===== config.mk =====
export PLATFORM = sky130hd
export DESIGN_NAME = cone_eval_scheduler
export DESIGN_NICKNAME = d
export VERILOG_FILES = /design/src/rtl/cone_eval_scheduler.sv
export SDC_FILE = /design/constraint.sdc
export NUM_CORES = 1
export LEC_CHECK = 0
export ABC_AREA = 1
export BUFFER_PORTS_ARGS = -buffer_cell sky130_fd_sc_hd__buf_2
export CORE_UTILIZATION = 55
export CTS_CLUSTER_SIZE = 20
export DETAILED_ROUTE_END_ITERATION = 12
export PLACE_DENSITY = 0.95
export SETUP_SLACK_MARGIN = 0.5
export SLEW_MARGIN = 20
export SYNTH_ARGS = -nofsm -noshare
export SYNTH_HDL_FRONTEND = slang
export SYNTH_SLANG_ARGS = --single-unit

===== constraint.sdc =====
create_clock -name clk -period 3.1 [get_ports clk]
set_input_delay 0.155 -clock clk [delete_from_list [all_inputs] [get_ports clk]]
set_output_delay 0.155 -clock clk [all_outputs]
set_load 0.02 [all_outputs]

===== src/rtl/cone_eval_scheduler.sv =====
//------------------------------------------------------------------------------
// Module      : cone_eval_scheduler
// Description : Round-robin scheduler that shares one fixed-latency cone evaluator
//               among NREQ requesters and returns tagged, backpressured responses.
// Revision    : 1.0 - initial release
//------------------------------------------------------------------------------
`default_nettype none

module cone_eval_scheduler #(
    parameter int NREQ     = 4,
    parameter int WIDTH    = 6,
    parameter int CONE_LAT = 2,
    parameter int CNT_W    = 16
) (
    input  logic                      clk,
    input  logic                      rst,
    input  logic [NREQ-1:0]           req_valid,
    input  logic [NREQ*WIDTH-1:0]     req_data,
    output logic [NREQ-1:0]           req_ready,
    output logic [WIDTH-1:0]          cone_in,
    input  logic                      cone_out,
    output logic                      rsp_valid,
    output logic [$clog2(NREQ)-1:0]   rsp_id,
    output logic                      rsp_data,
    input  logic                      rsp_ready,
    output logic                      busy,
    output logic [CNT_W-1:0]          txn_count
);

    localparam int IDW   = $clog2(NREQ);
    localparam int LAT_W = $clog2(CONE_LAT + 1);

    typedef enum logic [1:0] {
        S_IDLE = 2'd0,
        S_WAIT = 2'd1,
        S_RESP = 2'd2
    } state_t;

    state_t             r_state;
    state_t             w_next;
    logic [IDW-1:0]     r_ptr;
    logic [LAT_W-1:0]   r_lat;
    logic [IDW-1:0]     w_win;
    logic [IDW-1:0]     w_cand;
    logic               w_found;
    logic               w_accept;

    // Scan from the slot after the last winner, wrapping, so priority rotates.
    always_comb begin
        w_found = 1'b0;
        w_win   = '0;
        w_cand  = '0;
        for (int k = 1; k <= NREQ; k++) begin
            w_cand = IDW'((int'(r_ptr) + k) % NREQ);
            if (!w_found && req_valid[w_cand]) begin
                w_found = 1'b1;
                w_win   = w_cand;
            end
        end
    end

    assign w_accept = (r_state == S_IDLE) && w_found;
    assign busy     = (r_state != S_IDLE);

    always_comb begin
        req_ready = '0;
        if (w_accept) begin
            req_ready[w_win] = 1'b1;
        end
    end

    always_ff @(posedge clk) begin
        if (rst) begin
            r_state <= S_IDLE;
        end else begin
            r_state <= w_next;
        end
    end

    always_comb begin
        w_next = r_state;
        case (r_state)
            S_IDLE:  if (w_accept) w_next = S_WAIT;
            S_WAIT:  if (r_lat == LAT_W'(1)) w_next = S_RESP;
            S_RESP:  if (rsp_ready) w_next = S_IDLE;
            default: w_next = S_IDLE;
        endcase
    end

    always_ff @(posedge clk) begin
        if (rst) begin
            cone_in   <= '0;
            rsp_valid <= 1'b0;
            rsp_id    <= '0;
            rsp_data  <= 1'b0;
            txn_count <= '0;
            r_ptr     <= IDW'(NREQ - 1);
            r_lat     <= '0;
        end else begin
            case (r_state)
                S_IDLE: begin
                    if (w_accept) begin
                        cone_in <= req_data[w_win*WIDTH +: WIDTH];
                        rsp_id  <= w_win;
                        r_ptr   <= w_win;
                        r_lat   <= LAT_W'(CONE_LAT);
                    end
                end
                S_WAIT: begin
                    // cone_in has been stable for CONE_LAT cycles when r_lat reaches 1.
                    if (r_lat == LAT_W'(1)) begin
                        rsp_data  <= cone_out;
                        rsp_valid <= 1'b1;
                    end
                    r_lat <= r_lat - LAT_W'(1);
                end
                S_RESP: begin
                    if (rsp_ready) begin
                        rsp_valid <= 1'b0;
                        txn_count <= txn_count + CNT_W'(1);
                    end
                end
                default: ;
            endcase
        end
    end

endmodule

`default_nettype wire


==> flow_summary.html <==
<table>
<tr><th>Metric</th><th>Value</th></tr>
<tr><th colspan="2">Finish</th></tr>
<tr><td>Number of nets in the layout</td><td>397</td></tr>
<tr><td>Fraction of layout instances using a drive strength above 1</td><td>0.289</td></tr>
<tr><td># diodes</td><td>0</td></tr>
<tr><td>Area added between synthesis and finish</td><td>19.4%</td></tr>
<tr><td>Share of the core filled with cells</td><td>0.692</td></tr>
<tr><th colspan="2">Floorplanning</th></tr>
<tr><td>Core area</td><td>0.00336 mm²</td></tr>
<tr><td>Starting Density</td><td>0.580</td></tr>
<tr><td>DIE AREA</td><td>0.00379 mm²</td></tr>
<tr><td>Number of rows created at floorplan</td><td>21</td></tr>
<tr><td>Horiz. Die Dim</td><td>61.6 µm</td></tr>
<tr><td>Number of ports placed on the die boundary</td><td>63</td></tr>
<tr><td>Die boundary height</td><td>61.6 µm</td></tr>
<tr><th colspan="2">Global route</th></tr>
<tr><td>Via count of the first global-routing pass</td><td>1739</td></tr>
<tr><td>Global router's overall resource usage</td><td>0.238</td></tr>
<tr><td>Overflow left after global routing</td><td>0</td></tr>
<tr><td>Largest net degree at the start of global routing</td><td>21</td></tr>
<tr><td>Wire length of the first global-routing pass</td><td>6.87 mm</td></tr>
<tr><td>Initial antenna violation count</td><td>0</td></tr>
<tr><th colspan="2">Drt</th></tr>
<tr><td>Routed via count</td><td>2022</td></tr>
<tr><td>Pre-Repair DR Iteration Count</td><td>4</td></tr>
<tr><td>Drt first-iter violations</td><td>105</td></tr>
<tr><td>ANT nets after route</td><td>0</td></tr>
<tr><td>Routed WL</td><td>4.23 mm</td></tr>
<tr><td>Via density per instance</td><td>4.94</td></tr>
<tr><td>DRC</td><td>0</td></tr>
<tr><td>Detailed-route wire length per cell</td><td>10.3 µm</td></tr>
<tr><th colspan="2">Hold path</th></tr>
<tr><td>Tightest Hold Check Type</td><td>in -&gt; reg</td></tr>
<tr><td>Depth of the worst hold-timing path</td><td>3</td></tr>
<tr><th colspan="2">Worst setup path</th></tr>
<tr><td>Element type at the critical path end</td><td>primary output</td></tr>
<tr><td>Crit path DAT</td><td>2200 ps</td></tr>
<tr><td>Required @ worst endpoint</td><td>2940 ps</td></tr>
<tr><td>Nature of the critical path startpoint</td><td>flip-flop</td></tr>
<tr><td>Worst Reg2Reg Path Length in Cells</td><td>15</td></tr>
<tr><td>Critical path fanouts, max</td><td>17</td></tr>
<tr><td>Worst Setup Path Type</td><td>reg -&gt; out</td></tr>
<tr><th colspan="2">Synthesis</th></tr>
<tr><td>Leading area contributor after synthesis</td><td>dfxtp_1</td></tr>
<tr><td>Yosys Warn Count</td><td>0</td></tr>
<tr><td>Nets in the synthesized netlist</td><td>332</td></tr>
<tr><td>Cell Area, Synth</td><td>0.00195 mm²</td></tr>
<tr><td>Number of distinct standard cells referenced by the synthesized netlist</td><td>31</td></tr>
<tr><td>Average cell area after synthesis</td><td>6.55 µm²</td></tr>
<tr><td>Share of synthesized area occupied by flip-flops and latches</td><td>0.328</td></tr>
<tr><td>Number of instances in the synthesized netlist</td><td>298</td></tr>
<tr><td>Yosys reg bits</td><td>32</td></tr>
<tr><td>Yosys top cell area share</td><td>0.328</td></tr>
<tr><td>Dominant cells by area after synthesis</td><td>dfxtp_1 (33%), nand2_1 (12%), inv_1 (9.2%), nor2_1 (7.5%), nand3_1 (6.2%)</td></tr>
<tr><th colspan="2">Pwr</th></tr>
<tr><td>Power per unit of standard cell area</td><td>895 mW/mm²</td></tr>
<tr><td>Post-layout power</td><td>2.08 mW</td></tr>
<tr><td>Static leakage power</td><td>1.26 nW</td></tr>
<tr><td>Worst IR Drop VDD</td><td>823 µV</td></tr>
<tr><th colspan="2">Clocking</th></tr>
<tr><td>Worst-Skew Late Latency</td><td>320 ps</td></tr>
<tr><td>Clock-pin slew on the worst setup and hold paths</td><td>90 ps</td></tr>
<tr><td>Worst-case clock buffer depth</td><td>2</td></tr>
<tr><td>CTS tree</td><td>built</td></tr>
<tr><td>CTS Hold Buffers Added</td><td>0</td></tr>
<tr><td>Clock tree root buffer cell</td><td>clkbuf_4</td></tr>
<tr><td>TritonCTS buffer count</td><td>5</td></tr>
<tr><td>Number of H-tree branching levels</td><td>2</td></tr>
<tr><td>Sinks on Clock Net</td><td>32</td></tr>
<tr><th colspan="2">Timing</th></tr>
<tr><td>F_max</td><td>424 MHz</td></tr>
<tr><td>Finish-stage setup viols</td><td>0</td></tr>
<tr><td>Final period utilization</td><td>0.761</td></tr>
<tr><td>Accumulated negative setup slack</td><td>0 ps</td></tr>
<tr><td>Relative slew margins</td><td>0.750</td></tr>
<tr><td>Number of pins with negative max-slew slack in the final report</td><td>0</td></tr>
<tr><td>Transition time at the pin with the least slew margin</td><td>375 ps</td></tr>
<tr><td>Setup Skew</td><td>14.5 ps</td></tr>
<tr><td>Final hold violations</td><td>0</td></tr>
<tr><td>RSZ-0062 raised after global routing</td><td>no</td></tr>
<tr><td>Final Critical Period</td><td>2360 ps</td></tr>
<tr><th colspan="2">Outcome</th></tr>
<tr><td>Outcome</td><td>completed</td></tr>
<tr><th colspan="2">Place</th></tr>
<tr><td>Final weighted congestion in routability-driven placement</td><td>0.859</td></tr>
<tr><td>PortBufs</td><td>62</td></tr>
<tr><td>Detailed placer's ending HPWL</td><td>3.26 mm</td></tr>
<tr><th colspan="2">Run</th></tr>
<tr><td>Count of max-cap constraint violations</td><td>0</td></tr>
</table>
per-stage QoR:
step | cells | hold WS (ps) | cell area [µm²] | worst slack (ps)
floorplan | 298 | 320 | 1950 | 1280
global placement | 399 | 438 | 2250 | 978
detailed placement | 399 | 450 | 2250 | 878
CTS | 406 | 109 | 2300 | 505
global route | 409 | 130 | 2330 | 519
finish | 409 | 113 | 2330 | 742
layout make-up:
type,instances,area [µm²]
multi-input cells,207,1040
fillers,310,1030
flip-flops and latches,32,642
repair buffers,65,333
inverters,52,205
well taps,46,57.6
clock buffers,6,41.3
clock inverters,1,5.00
worst max-delay path: stages, from the launching register on:
cell,delay (ps)
dfxtp_1,480
inv_2,130
nand2_2,80
nand2_2,60
nand2_2,100
nand2_4,60
nor2_2,90
nand3_2,230
nand2_2,190
inv_4,100
nand2_1,160
nor2_1,50
buf_2,150
cell usage in the layout (no fill, tap or decap), drive strengths merged:
master,n
nor2,42
inv,52
dfxtp,32
and3,1
clkbuf,6
nor3b,2
nand2,78
buf,65
nand4,12
a31oi,1
o21a,1
o211ai,3
a21oi,17
nor3,6
clkinv,1
o21ai,12
xor2,1
nand3,28
xnor2,1
ha,2
timing repair:
action                                  4_1_cts  5_1_grt
endpoints found under the setup margin        0        4
setup buffers                                 0        3
gates resized for setup                       0        4
endpoints found under the hold margin         0        0
flip-flops by register name, summed over array words and instances, names as in the netlist:
register / flops
cone_in: 6
r_ptr: 2
r_lat: 2
rsp_data: 1
rsp_id: 2
rsp_valid: 1
txn_count: 16
r_state: 2
where the power goes:
group / total (mW) / switching [mW] / internal (mW)
combinational: 1.32 / 0.867 / 0.456
clock: 0.210 / 0.126 / 0.0834
sequential: 0.551 / 0.0639 / 0.487
synth_stat cells:
master	instances
nand2_1	62
inv_1	48
nor2_1	39
dfxtp_1	32
nand3_1	24
a21oi_1	16
nand2_2	14
nand4_1	12
o21ai_0	6
nor3_1	5
o21ai_1	4
buf_6	3
clkbuf_1	3
inv_2	3
nand3_2	3
nor2_2	3
o211ai_1	3
ha_1	2
nand2_4	2
nor3b_1	2
o21ai_2	2
a21oi_2	1
a31oi_1	1
and3_1	1
buf_12	1
inv_8	1
nand3_4	1
nor3_2	1
o21a_1	1
xnor2_1	1
xor2_1	1
metal layers:
| metal | track usage | vias up | routed length (µm) |
|---|---|---|---|
| li1 | - | 1083 | - |
| met1 | 0.303 | 885 | 1880 |
| met2 | 0.418 | 49 | 2120 |
| met3 | 0.0483 | 5 | 194 |
| met4 | 0.0508 | 0 | 40 |
| met5 | 0 | - | 0 |
worst paths after layout:
check / startpoint / endpoint / slack, ps
setup reg to reg: r_ptr[1] / cone_in[0] / 960
hold reg to reg: r_lat[0] / r_lat[0] / 470
setup / recovery: r_ptr[1] / req_ready[3] / 740
hold / removal: cone_out / rsp_data / 110
cell families (layout without fill, tap and decap cells):
group	after synthesis	in the layout	synth area share
simple gates	169	169	0.414
buf+inv	59	124	0.137
compound gates	34	34	0.0988
flops	32	32	0.328
fa+ha+maj	2	2	0.0128
xor+xnor	2	2	0.00898
(Power assumes the default switching activity.)
